===== config.mk =====
export PLATFORM = sky130hd
export DESIGN_NAME = syn_fifo_prog
export DESIGN_NICKNAME = d
export VERILOG_FILES = /design/src/rtl/syn_fifo_prog.sv
export SDC_FILE = /design/constraint.sdc
export NUM_CORES = 1
export LEC_CHECK = 0
export BUFFER_PORTS_ARGS = -buffer_cell sky130_fd_sc_hd__buf_2
export CAP_MARGIN = 20
export CORE_ASPECT_RATIO = 2
export CORE_MARGIN = 5
export CORE_UTILIZATION = 65
export DETAILED_ROUTE_END_ITERATION = 12
export PLACE_DENSITY = 0.84
export SLEW_MARGIN = 20
export SYNTH_ARGS = -nofsm -noshare
export SYNTH_HDL_FRONTEND = slang
export SYNTH_SLANG_ARGS = --single-unit

===== constraint.sdc =====
create_clock -name i_clk -period 5.4 [get_ports i_clk]
set_input_delay 0.27 -clock i_clk [delete_from_list [all_inputs] [get_ports i_clk]]
set_output_delay 0.27 -clock i_clk [all_outputs]
set_load 0.005 [all_outputs]

===== src/rtl/syn_fifo_prog.sv =====
// syn_fifo_prog: single-clock FIFO with fill level, programmable almost-full
// and almost-empty thresholds, sticky error flags, flush and FWFT/registered read.
//
// Ports:
//   i_clk, i_rst_n (async, active-low), i_clr (sync flush)
//   i_wr_en, i_data_in          : write side
//   i_rd_en, o_data_out, o_valid: read side
//   o_full, o_empty, o_almost_full, o_almost_empty, o_count : fill status
//   o_overflow, o_underflow     : sticky error flags
module syn_fifo_prog #(
  parameter int WIDTH     = 8,
  parameter int DEPTH     = 16,
  parameter int AF_THRESH = DEPTH - 2,
  parameter int AE_THRESH = 2,
  parameter int FWFT      = 1
) (
  input  logic                       i_clk,
  input  logic                       i_rst_n,
  input  logic                       i_clr,
  input  logic                       i_wr_en,
  input  logic [WIDTH-1:0]           i_data_in,
  input  logic                       i_rd_en,
  output logic [WIDTH-1:0]           o_data_out,
  output logic                       o_valid,
  output logic                       o_full,
  output logic                       o_empty,
  output logic                       o_almost_full,
  output logic                       o_almost_empty,
  output logic [$clog2(DEPTH):0]     o_count,
  output logic                       o_overflow,
  output logic                       o_underflow
);

  localparam int AW = $clog2(DEPTH);
  localparam int CW = AW + 1;

  logic [WIDTH-1:0] mem [DEPTH];
  logic [AW-1:0]    wr_ptr;
  logic [AW-1:0]    rd_ptr;
  logic [CW-1:0]    count;
  logic             ovf;
  logic             unf;
  logic             wr_ok;
  logic             rd_ok;

  // Flags come from the count register only.
  assign o_full         = (count == CW'(DEPTH));
  assign o_empty        = (count == '0);
  assign o_almost_full  = (count >= CW'(AF_THRESH));
  assign o_almost_empty = (count <= CW'(AE_THRESH));
  assign o_count        = count;
  assign o_overflow     = ovf;
  assign o_underflow    = unf;

  // A flush swallows any request in the same cycle.
  assign wr_ok = i_wr_en && !o_full  && !i_clr;
  assign rd_ok = i_rd_en && !o_empty && !i_clr;

  always_ff @(posedge i_clk) begin
    if (wr_ok) begin
      mem[wr_ptr] <= i_data_in;
    end
  end

  always_ff @(posedge i_clk or negedge i_rst_n) begin
    if (!i_rst_n) begin
      wr_ptr <= '0;
      rd_ptr <= '0;
      count  <= '0;
      ovf    <= 1'b0;
      unf    <= 1'b0;
    end else if (i_clr) begin
      wr_ptr <= '0;
      rd_ptr <= '0;
      count  <= '0;
      ovf    <= 1'b0;
      unf    <= 1'b0;
    end else begin
      if (wr_ok) wr_ptr <= wr_ptr + 1'b1;
      if (rd_ok) rd_ptr <= rd_ptr + 1'b1;
      unique case (1'b1)
        (wr_ok && !rd_ok): count <= count + 1'b1;
        (rd_ok && !wr_ok): count <= count - 1'b1;
        default:           count <= count;
      endcase
      if (i_wr_en && o_full)  ovf <= 1'b1;
      if (i_rd_en && o_empty) unf <= 1'b1;
    end
  end

  if (FWFT != 0) begin : g_fwft
    assign o_data_out = mem[rd_ptr];
    assign o_valid    = !o_empty;
  end else begin : g_reg
    logic [WIDTH-1:0] dout_q;
    logic             valid_q;

    always_ff @(posedge i_clk or negedge i_rst_n) begin
      if (!i_rst_n) begin
        dout_q  <= '0;
        valid_q <= 1'b0;
      end else begin
        valid_q <= rd_ok;
        if (rd_ok) dout_q <= mem[rd_ptr];
      end
    end

    assign o_data_out = dout_q;
    assign o_valid    = valid_q;
  end

endmodule


Yosys cells after proc, flatten, opt, wreduce, memory -nomap -nowiden
Memories as Yosys holds them, arrays and structs flattened.
Cells that the tools add are included.
W data, S select, Z words.
{ "classes": {"reduce_logical": 19, "multipliers": 0, "n_bitwise": 0, "eq_ne": 1, "n_addsub": 4, "shift": 0, "n_div": 0, "n_mux": 12, "magnitude_cmp": 2} }
{ "op_table": {"columns": ["op", "count"], "rows": [
  ["$mux W4", 4],
  ["$pmux W5 S2", 1],
  ["$add A4 B1 Y4 const B", 2],
  ["$logic_and A1 B1 Y1", 8],
  ["$reduce_bool A2 Y1", 4],
  ["$mux W1", 6],
  ["$add A5 B1 Y5 const B", 1],
  ["$eq A5 B5 Y1 const B", 1],
  ["$ge A5 B4 Y1 const B", 1],
  ["$le A5 B2 Y1 const B", 1],
  ["$logic_not A1 Y1", 5],
  ["$logic_not A5 Y1", 1],
  ["$mux W5", 1],
  ["$sub A5 B1 Y5 const B", 1],
  ["$reduce_bool A3 Y1", 1]
]} }
{ "totals": {"elab_cells": 44, "mem_count": 1, "latch_bits": 0, "mem_bits_ro": 0, "ram_bits": 128, "in_bits": 13, "register_bits": 15, "output_inout_bits": 20} }
{ "mem_list": {"columns": ["memory", "words", "word_bits", "rd", "rd_clocked_by_memory_dff", "wr", "line_no", "source"], "rows": [
  ["mem", 16, 8, 1, 0, 1, "37", "logic [WIDTH-1:0] mem [DEPTH];"]
]} }

Logic depth before layout (Yosys ltp)
Gate-level depths: netlist (run 1).
{ "logic_depth": {"word_depth": 8, "mapped_depth": 10, "ltp_nobuf": 9} }

Least setup slack after synthesis (run 1)
No wires, ideal clock.
{ "synth_path": {"kind": "flip-flop to flip-flop", "from": "reg count[1], in the netlist o_count[1]", "to": "reg count[4], in the netlist o_count[4]", "setup_ps": 78, "t_required_ps": 5322, "slack_ps": 2757, "path_buffers": 1, "t_arrival_ps": 2566, "path_stages_with_launch": 11, "period_less_slack_ps": 2643, "path_cell_list": "dfrtp_1 -> buf_6 -> nor4_4 -> mux2i_2 -> xor2_1 -> ha_1 -> or3_1 -> a21oi_1 -> mux2i_1 -> or3_1 -> a21oi_1"} }
{ "synth_via": {"elab_chain_len": 8, "word_cells_on_any_way": 17, "classes_between": "2 x add/sub; 1 x eq/ne; 2 x mux; 12 x reduce/logical"} }
{ "synth_rtl": {"columns": ["item", "line_no", "source"], "rows": [
  ["start: declaration", "40", "logic [CW-1:0] count;"],
  ["start signal: assignment", "82", "(wr_ok && !rd_ok): count <= count + 1'b1;"],
  ["start signal: assignment", "83", "(rd_ok && !wr_ok): count <= count - 1'b1;"],
  ["start signal: assignment", "84", "default: count <= count;"],
  ["$eq A5 B5 Y1 or $logic_not A5 Y1 (tied branches)", "47, 48", null],
  ["$logic_not A1 Y1, on equally long branches", "56, 57", null],
  ["$logic_and A1 B1 Y1, on equally long branches (2 in a row)", "56, 57", null],
  ["$logic_not A1 Y1, on equally long branches", "83, 82", null],
  ["$logic_and A1 B1 Y1, on equally long branches", "83, 82", null],
  ["$pmux W5 S2", "81", "unique case (1'b1)"],
  ["$mux W5", "72", "end else if (i_clr) begin"]
]} }
Several ways; a longest one is shown, not always the timed one.
A chain may end at the register's enable or synchronous reset.

Worst setup path in the final report (run 1)
{ "layout_path": {"from": "reg rd_ptr[0]", "to": "out o_data_out[2]"} }
{ "layout_via": {"elab_chain_len": 1} }
{ "layout_rtl": {"columns": ["item", "line_no", "source"], "rows": [
  ["start: declaration", "39", "logic [AW-1:0] rd_ptr;"],
  ["start signal: assignment", "80", "if (rd_ok) rd_ptr <= rd_ptr + 1'b1;"],
  ["$mem_v2 Z16 W8", null, null],
  ["end: declaration", "23", "output logic [WIDTH-1:0] o_data_out,"]
]} }
No other way between the ends.

==> metrics.md, run 1 <==
| Metric | Value |
|---|---|
| Outcome | `finished, final reports clean` |
| CP delay by family, top | `compound AO/OA/AOI/OAI gates` |
| Slew Limit Fails | `0` |
| Cts bufs inserted | `17` |
| Skew-Pair Late Insertion Delay | `410 ps` |
| Yosys cell types | `41` |
| Worst slack on hold paths | `around 240 ps` |
| Die Y | `between 100 and 150 um` |
| Post-CTS sizing | `0` |
| Post-synthesis to final-layout area growth | `13.2%` |
| Most common cell after layout, fill and taps aside | `edfxtp_1` |
| Max Root-Sink Buffers | `2` |
| Wl on met1 | `~4600 um` |
| Routed WL | `roughly 12,000 um` |
| Final setup vio count | `0` |
| Reg2Reg Capture Point | `o_count[4]` |
| DIE WIDTH | `77.7 um` |
| Tcrit/Tclk final | `0.592` |
| Cell Area, Synth | `between 0.005 and 0.006 mm^2` |
| Storage cell area | `0.00422 mm^2` |
| Full die area | `0.0113 mm^2` |
| DR WL/cell | `roughly 24 um` |
| Tmin final | `~3200 ps` |
| CP startpoint | `rd_ptr[0]` |
| Routed wl met2 | `~6800 um` |
| Max Cap Violations | `0` |
| DR WL met3 | `just over 600 um` |
| Post-synthesis mux area share | `0.123` |
| Synth Area in XOR/XNOR | `0.0132` |
| Leak pwr | `2.32 nW` |
| Crit-path cells | `buf_4 > mux2i_1 > a221oi_1 > a22oi_1 > nand2_1 > buf_2` |
| IO buf count | `32` |
| Crit path launch type | `register` |
| Adder-cell share of the synthesized area | `0.0147` |
| Synth Net Count | `between 300 and 400` |
| Routed vias | `~3,300` |
| Top sig layer | `met4` |
| R2R cell count | `9` |
| Multi-input logic area | `0.00164 mm^2` |
| R2R setup slack | `approximately 2500 ps` |
| Post-synthesis simple-gate area fraction | `0.0604` |
| Global-route wire length before repair | `slightly below 20,000 um` |
| Initial Utilization | `0.662` |
| Clk sinks | `between 100 and 150` |
| DRC | `0` |
| Gate Count Post-Synth | `approximately 360` |
| Critical path class | `reg -> out` |
| DRT antenna net count | `0` |
| Slowest cell on crit path | `dfrtp_2` |
| Crit path buffers/inverters | `2` |
| Clock Skew | `8.61 ps` |
| Tot GR Track Use | `0.234` |
| Setup total negative slack | `0 ps` |
| Total core area | `around 0.0090 mm^2` |
| Max-slew headroom at the worst pin | `0.334` |
| Fillers | `510` |
| Worst vdd ir | `0.000348 V` |
| Main combinational cell family by area after synthesis | `multiplexers` |
| Reg clk slew, reported paths | `60 ps` |
| PwrDens | `~430 mW/mm^2` |
| Yosys warnings | `0` |
| Final core utilization | `0.749` |
| Critical Path Fanout Max | `31` |
| Via/cell ratio | `about 6.4` |
| Critical path depth in cells | `6` |
| CTS tree | `done` |
| RSZ-0062 raised after global routing | `no` |
| Largest stage delay on the critical path | `between 700 and 800 ps` |
| Initial DRC count | `about 380` |
| Worst Setup EP | `o_data_out[2]` |
| Max Fclk | `about 0.31 GHz` |
| Ports | `33` |
| Fraction of layout cells with a size suffix above 1 | `0.237` |
| DP HPWL | `7920 um` |
| Worst slew pin tran | `around 1000 ps` |
| RD Place Congestion | `between 0.8 and 0.9` |
| Drt pass-1 iters | `5` |
| GR Overflow Total | `0` |
| Synthesized area per cell | `16.5 um^2` |
| Nets@finish | `between 400 and 500` |
| Hold Violations, Final | `0` |
| Worst EP required | `roughly 5100 ps` |
| Critical path capture point type | `primary output` |
| Largest net degree at the start of global routing | `32` |
| Clock root buffer | `clkbuf_16` |
| Rows | `just under 50` |
| CP arrival | `just under 3000 ps` |
| Class of the worst hold path | `in -> reg` |
| Commonest cells after routing, fill and taps aside | `edfxtp_1, nor2_1, buf_2, mux2i_1` |
| Worst r2r src | `o_count[1]` |
| Antenna violations before repair | `1` |
| CTS H-Tree Depth | `4` |
| Post-synthesis compound-gate area fraction | `0.0632` |
| Synth Register Bits | `approximately 140` |
| Seq/Total Area, Yosys | `0.708` |
| Vias in the first global route | `3,489` |
[worst reg2reg max path: stages (launching register included)]
cell     delay (ps)
dfrtp_1         510
nor4_4          530
mux2i_2         380
xor2_1          140
ha_1            240
or3_1           310
a21oi_1         150
mux2i_1         100
or3_1           310
a21oi_1         180
[area by class of cell]
| type | count | area share |
|---|---|---|
| multi-input combinational | 196 | 0.243 |
| sequential | 143 | 0.625 |
| tap | 102 | 0.0189 |
| inverter | 3 | 0.00167 |
| clock buffer | 23 | 0.0708 |
| clock inverter | 9 | 0.0128 |
| antenna | 1 | 0.000371 |
| timing repair buffer | 35 | 0.0274 |
[layer usage]
| metal | up-vias | global-route usage |
|---|---|---|
| li1 | 1488 | - |
| met1 | 1638 | 0.297 |
| met2 | 135 | 0.384 |
| met3 | 21 | 0.0477 |
| met4 | 0 | 0.107 |
| met5 | - | 0 |
[worst min path at each step]
| stage | from | end | cells after the start |
|---|---|---|---|
| after floorplan | i_rst_n | o_count[0] | 0 |
| after global placement | i_rst_n | o_underflow | 1 |
| after detailed placement | i_rst_n | o_underflow | 1 |
| after CTS | i_data_in[5] | mem[5][5] | 1 |
| after global routing | i_data_in[7] | mem[5][7] | 1 |
| final | i_data_in[2] | mem[13][2] | 1 |
[flip-flops by register name, summed over array words and instances (netlist names)]
name and count:
wr_ptr 4, o_overflow 1, rd_ptr 4, mem 128, o_count 5, o_underflow 1
[repair_timing]
action | 4_1_cts | 5_1_grt
endpoints found under the hold margin | 15 | 0
hold buffers | 1 | 0
buffers inserted | 0 | 0
[synthesized netlist by cell type]
cell type | number | area share
nor2b_1 | 2 | 0.0021
nor2_1 | 33 | 0.021
nand4bb_1 | 1 | 0.0019
o221ai_2 | 1 | 0.0025
mux2i_2 | 1 | 0.0023
or3b_1 | 1 | 0.0015
xnor2_1 | 1 | 0.0015
inv_2 | 1 | 0.00063
nand4_1 | 3 | 0.0031
or3_1 | 3 | 0.0031
mux2_1 | 2 | 0.0038
o211ai_1 | 2 | 0.0025
mux2i_1 | 27 | 0.045
o21ai_0 | 17 | 0.014
dfrtp_1 | 15 | 0.063
edfxtp_1 | 128 | 0.64
nor4_4 | 1 | 0.0036
a31o_1 | 1 | 0.0015
nand2_1 | 17 | 0.011
a21boi_4 | 1 | 0.0031
nand3_2 | 1 | 0.0017
a211oi_1 | 1 | 0.0013
and2_1 | 2 | 0.0021
buf_6 | 2 | 0.0038
or3b_2 | 1 | 0.0015
xor2_1 | 8 | 0.012
or4_4 | 1 | 0.0019
mux4_2 | 16 | 0.060
inv_1 | 2 | 0.0013
ha_1 | 7 | 0.015
buf_2 | 7 | 0.0059
a31o_2 | 2 | 0.0029
mux2_2 | 6 | 0.011
clkbuf_1 | 10 | 0.0063
nand3b_1 | 2 | 0.0025
nand3_1 | 3 | 0.0025
a2111oi_0 | 1 | 0.0015
a21oi_1 | 14 | 0.012
a22oi_1 | 8 | 0.010
nand2b_2 | 1 | 0.0015
a221oi_1 | 8 | 0.012
[report_power, final]
| group | internal [mW] | switching, mW | total [mW] |
|---|---|---|---|
| clock network | 0.670 | 0.423 | 1.09 |
| registers | 1.24 | 0.0770 | 1.31 |
| logic | 0.242 | 0.239 | 0.481 |
[per-stage QoR]
| step | area, um^2 | total power, mW | instances | setup slack [ps] |
|---|---|---|---|---|
| after floorplan | 5960 | 1.69 | 361 | 2760 |
| after global routing | 6750 | 3.01 | 512 | 1980 |
| after detailed placement | 6170 | 1.82 | 478 | 2520 |
| final | 6750 | 2.89 | 512 | 2200 |
| after CTS | 6750 | 2.90 | 511 | 2110 |
| after global placement | 6170 | 1.80 | 478 | 2640 |
[cells by family (layout without fill, tap and decap cells)]
logic type | count (synthesis) | after routing
DFF | 143 | 143
and+or+nand+nor | 72 | 72
AOI/OAI and AO/OA | 56 | 56
muxes | 52 | 52
buffers and inverters | 22 | 70
xor gates and xnor gates | 9 | 9
adders and majority gates | 7 | 7
other | 0 | 1
(Power assumes the default switching activity.)
==> run 2: changes to the inputs <==
CORE_UTILIZATION = 60   (was 65)
PLACE_DENSITY = 0.79   (was 0.84)
clock period = 3.25 ns   (was 5.4 ns; I/O delays follow)
==> run 2 against run 1 <==
- utilization down 4.0 points
- global-route usage is 1.2 points lower
- clock power rose by 80%
- first-iteration DRC count decreased by 41%
- via count grew 1.3%
- die area grew 7.5%
- critical path depth is 3 higher
- non-clock buffer count up 10
- clock skew up 0.81 ps
- critical path type is now reg -> reg
- critical endpoint is now o_count[4]
==> metrics.md, run 2 (synthesized netlist as in run 1, its figures left out) <==
| Metric | Value |
|---|---|
| CP arrival | `between 3000 and 4000 ps` |
| Tot Pwr | `about 5 mW` |
| Rows | `51` |
| Setup total negative slack | `0 ps` |
| Slowest cell on crit path | `nor4_4` |
| IO buf count | `32` |
| Cts bufs inserted | `17` |
| Clock Skew | `9.42 ps` |
| Worst EP required | `3580 ps` |
| Max Cap Violations | `0` |
| DRC | `0` |
| Full die area | `between 0.01 and 0.015 mm^2` |
| Routed WL | `between 10,000 and 15,000 um` |
| Crit path launch type | `register` |
| GR Overflow Total | `0` |
| Worst vdd ir | `approximately 0.00062 V` |
| Power share of the clock group | `0.394` |
| Reg2Reg Capture Point | `o_count[4]` |
| RD Place Congestion | `between 0.8 and 0.9` |
| Worst hold path cell count | `1` |
| Fraction of layout cells with a size suffix above 1 | `0.260` |
| R2R cell count | `9` |
| Worst r2r src | `o_count[1]` |
| PwrDens | `719 mW/mm^2` |
| Crit path buffers/inverters | `0` |
| Post-CTS sizing | `0` |
| Critical path capture point type | `register` |
| CTS H-Tree Depth | `4` |
| Fin area | `between 0.006 and 0.007 mm^2` |
| Via/cell ratio | `6.03` |
| Slew Limit Fails | `0` |
| Ant. Diodes | `0` |
| Commonest cells after routing, fill and taps aside | `edfxtp_1, nor2_1, buf_2, mux2i_1` |
| RSZ-0062 raised after global routing | `no` |
| Hold Violations, Final | `0` |
| Post-synthesis to final-layout area growth | `16.0%` |
| Vias in the first global route | `~3,500` |
| CP delay by family, top | `simple AND/OR/NAND/NOR gates` |
| Initial Utilization | `0.611` |
| Worst Slack Setup Final | `approximately 390 ps` |
| Clock root buffer | `clkbuf_16` |
| DRT antenna net count | `0` |
| Clk sinks | `roughly 140` |
| Routed vias | `approximately 3,300` |
| Crit-path cells | `nor4_4 > mux2i_2 > xor2_1 > ha_1 > or3_1 > a21oi_1 > mux2i_1 > or3_1 > a21oi_1` |
| Most common cell after layout, fill and taps aside | `edfxtp_1` |
| Hold_sp | `i_data_in[0]` |
| Critical path class | `reg -> reg` |
| Max Root-Sink Buffers | `2` |
| Switching power | `between 1 and 1.5 mW` |
| Most flops, register | `mem` |
| Class of the worst hold path | `in -> reg` |
| Max-slew headroom at the worst pin | `0.405` |
| Tmin final | `2860 ps` |
| Ports | `33` |
| Critical Path Fanout Max | `11` |
| DIE WIDTH | `slightly above 80 um` |
| R2R setup slack | `between 300 and 400 ps` |
| Sw Share | `0.259` |
| Sequential power share | `0.432` |
| Tot GR Track Use | `0.223` |
| Initial DRC count | `between 200 and 250` |
| Max Fclk | `approximately 0.35 GHz` |
| DP HPWL | `roughly 8000 um` |
| Outcome | `finished, final reports clean` |
| Area after DPL | `about 0.0063 mm^2` |
| DR WL/cell | `21.6 um` |
| Final setup vio count | `0` |
| Total core area | `roughly 0.0098 mm^2` |
| Hold-critical path endpoint | `mem[10][0]` |
| Dpl ws | `between 300 and 400 ps` |
| Nets@finish | `between 400 and 500` |
| Die Y | `~150 um` |
| CTS tree | `done` |
| CP startpoint | `o_count[1]` |
| Reg clk slew, reported paths | `~60 ps` |
| Max FFs per register | `around 130` |
| Antenna violations before repair | `0` |
| Final core utilization | `0.709` |
| Int Pwr | `approximately 3.7 mW` |
| Drt pass-1 iters | `5` |
| Skew-Pair Late Insertion Delay | `~400 ps` |
| Tcrit/Tclk final | `0.880` |
| Global-route wire length before repair | `19,300 um` |
| Largest stage delay on the critical path | `roughly 550 ps` |
| Largest net degree at the start of global routing | `30` |
| Leak pwr | `approximately 2.4 nW` |
| Comb pwr share | `0.174` |
| Worst slew pin tran | `approximately 890 ps` |
==> run 2: worst max-delay path by stage <==
stage                             to  slack [ps]  cells past startpoint
after detailed placement  o_count[4]         380                      9
after floorplan           o_count[4]         610                     10
after CTS                 o_count[4]         360                      9
after global placement    o_count[4]         430                      9
after global routing      o_count[4]         210                      9
final                     o_count[4]         390                      9
==> run 2: final cells by class <==
type,count,area [um^2]
Clock buffer,17,425
Clock inverter,15,185
Fill cell,598,2850
Inverter,3,11.3
Multi-Input combinational cell,196,1640
Sequential cell,143,4220
Tap cell,132,165
Timing Repair Buffer,45,273
==> run 2: what timing repair did <==
action | 4_1_cts | 5_1_grt
buffers inserted | 0 | 0
hold endpoints to repair | 15 | 0
setup endpoints to repair | 0 | 0
hold buffers | 1 | 0
==> run 2: power by group through the flow <==
stage                     clock network, mW  registers, mW  logic [mW]
after floorplan                           0           2.13       0.680
after global routing                   2.08           2.16       0.948
final                                  1.96           2.15       0.865
after CTS                              2.00           2.15       0.876
after global placement                    0           2.18       0.850
after detailed placement                  0           2.19       0.865
==> run 2: through the flow <==
step | cells | hold slack [ps]
6_report | 551 | 153
5_1_grt | 551 | 145
4_1_cts | 551 | 129
3_5_place_dp | 518 | 91.5
3_3_place_gp | 518 | 93.1
2_1_floorplan | 361 | -133
==> run 2: worst reg2reg max path, delay by kind of cell (launching register included) <==
kind,cells,cell delay [ps]
simple gates,3,1170
flops,1,510
xor+xnor,1,110
mux,2,480
fa+ha+maj,1,230
compound gates,2,290
==> run 2: layer usage <==
metal,global-route usage,share of wire
met1,0.258,0.36
met2,0.396,0.57
met3,0.0500,0.042
met4,0.0846,0.025
met5,0,0
==> run 3: changes to the inputs <==
clock period = 2.7 ns   (was 3.25 ns; I/O delays follow)
==> run 3 against run 2 <==
- first-iteration DRC count grew 43%
- global-route usage grew 0.30 points
- non-clock buffer count grew 18
- worst setup slack lost 240 ps
- maximum frequency grew 12%
- critical endpoint unchanged
==> metrics.md, run 3 (synthesized netlist as in run 1, its figures left out) <==
| Metric | Value |
|---|---|
| Outcome | `finished, final reports clean` |
| Clock root buffer | `clkbuf_16` |
| GRT met3 Usage | `0.0446` |
| Setup total negative slack | `0 ps` |
| Clk sinks | `between 100 and 150` |
| GR Layer Usage met2 | `0.404` |
| Routed WL | `about 12,000 um` |
| Slew Limit Fails | `0` |
| Critical path class | `reg -> reg` |
| CTS tree | `done` |
| Comb pwr share | `0.185` |
| Worst Slack Setup Final | `approximately 140 ps` |
| Critical path capture point type | `register` |
| Critical Path Fanout Max | `8` |
| Full die area | `between 0.01 and 0.015 mm^2` |
| Worst vdd ir | `between 0.0007 and 0.0008 V` |
| Max Fclk | `0.391 GHz` |
| Initial Utilization | `0.611` |
| Tot GR Track Use | `0.226` |
| Sw Share | `0.248` |
| Max Root-Sink Buffers | `2` |
| Tmin final | `2560 ps` |
| Int Pwr | `about 4.6 mW` |
| Ant. Diodes | `0` |
| Nets@finish | `444` |
| Max Cap Violations | `0` |
| Most common cell after layout, fill and taps aside | `edfxtp_1` |
| Leak pwr | `about 2.5 nW` |
| Switching power | `~1.5 mW` |
| Fraction of layout cells with a size suffix above 1 | `0.284` |
| Vias in the first global route | `about 3,600` |
| Cts bufs inserted | `17` |
| Die Y | `around 150 um` |
| Via/cell ratio | `between 6 and 7` |
| Worst r2r src | `o_count[0]` |
| DRC | `0` |
| Rows | `roughly 50` |
| Max FFs per register | `~130` |
| Max-slew headroom at the worst pin | `0.565` |
| IO buf count | `32` |
| Commonest cells after routing, fill and taps aside | `edfxtp_1, nor2_1, buf_2, buf_4, mux2i_1` |
| DIE WIDTH | `80.5 um` |
| PwrDens | `860 mW/mm^2` |
| CP arrival | `a little under 3000 ps` |
| Worst hold path cell count | `3` |
| Reg2Reg Capture Point | `o_count[4]` |
| Dpl ws | `around 140 ps` |
| Hold-critical path endpoint | `o_overflow` |
| Drt pass-1 iters | `4` |
| Hold_sp | `i_wr_en` |
| Crit path launch type | `register` |
| Worst slew pin tran | `653 ps` |
| Clock Skew | `a little under 10 ps` |
| RSZ-0062 raised after global routing | `no` |
| Skew-Pair Late Insertion Delay | `410 ps` |
| GR Overflow Total | `0` |
| Global-route wire length before repair | `19,500 um` |
| CTS H-Tree Depth | `4` |
| Fillers | `around 610` |
| Top Usage Layer GRT | `met2` |
| Largest net degree at the start of global routing | `27` |
| DR WL/cell | `21.8 um` |
| Most flops, register | `mem` |
| Power share of the clock group | `0.391` |
| DRT antenna net count | `0` |
| DP HPWL | `roughly 8400 um` |
| Initial DRC count | `~320` |
| Met1 GRT Util | `0.255` |
| Final setup vio count | `0` |
| Routed vias | `approximately 3,400` |
| Tcrit/Tclk final | `0.947` |
| RD Place Congestion | `about 0.86` |
| Post-synthesis to final-layout area growth | `18.2%` |
| Total core area | `about 0.0098 mm^2` |
| Ports | `33` |
| R2R setup slack | `around 140 ps` |
| Post-CTS sizing | `0` |
| Hold Violations, Final | `0` |
| Antenna violations before repair | `0` |
| Reg clk slew, reported paths | `60 ps` |
| Class of the worst hold path | `in -> reg` |
| Worst EP required | `3040 ps` |
| R2R cell count | `9` |
| Sequential power share | `0.423` |
==> run 3: timing repair <==
action / CTS / global route
endpoints found under the hold margin: 15 / 0
hold buffers: 1 / 0
setup buffers: 0 / 0
==> run 3: worst max-delay path by stage <==
stage	start	to	slack [ps]	cells after the start
3_5_place_dp	o_count[0]	o_count[4]	140	9
3_3_place_gp	o_count[0]	o_count[4]	240	9
6_report	o_count[0]	o_count[4]	140	9
5_1_grt	o_count[0]	o_count[4]	30	9
2_1_floorplan	o_count[1]	o_count[4]	60	10
4_1_cts	o_count[0]	o_count[4]	130	9
==> run 3: layer usage <==
| metal | vias to the layer above | wire, um |
|---|---|---|
| li1 | 1548 | - |
| met1 | 1728 | 4320 |
| met2 | 135 | 7200 |
| met3 | 17 | 633 |
| met4 | 0 | 245 |
| met5 | - | 0 |
==> run 3: critical path: stages, from the launching register on <==
cell and delay (ps):
dfrtp_1 490, nor4_4 350, mux2i_2 300, xor2_1 110, ha_1 230, or3_1 310
a21oi_1 150, mux2i_1 90, or3_1 300, a21oi_1 140
==> run 3: final cells by class <==
cell class              count  area [um^2]  share of cell area
clock buffers              21          440              0.0625
clock inverters            11          165              0.0234
inverters                   3         11.3             0.00160
multi-input cells         196         1640               0.232
flip-flops and latches    143         4220               0.599
well taps                 132          165              0.0234
repair buffers             63          408              0.0579
==> run 3: stage by stage <==
| stage | util | hold slack, ps | power [mW] | instance area (um^2) | std cells |
|---|---|---|---|---|---|
| 6_report | 0.722 | 96.4 | 6.06 | 7050 | 569 |
| 5_1_grt | 0.722 | 112 | 6.29 | 7050 | 569 |
| 4_1_cts | 0.722 | 93.5 | 6.09 | 7050 | 569 |
| 3_5_place_dp | 0.659 | 70.2 | 3.73 | 6430 | 536 |
| 3_3_place_gp | 0.659 | 65.9 | 3.71 | 6430 | 536 |
| 2_1_floorplan | - | -161 | 3.38 | 5960 | 361 |
==> run 3: power groups by stage <==
| stage | Sequential [mW] | Combinational [mW] | Clock [mW] |
|---|---|---|---|
| CTS | 2.56 | 1.13 | 2.40 |
| finish | 2.56 | 1.12 | 2.37 |
| detailed placement | 2.61 | 1.12 | 0 |
| floorplan | 2.56 | 0.818 | 0 |
| global placement | 2.60 | 1.11 | 0 |
| global route | 2.57 | 1.22 | 2.50 |
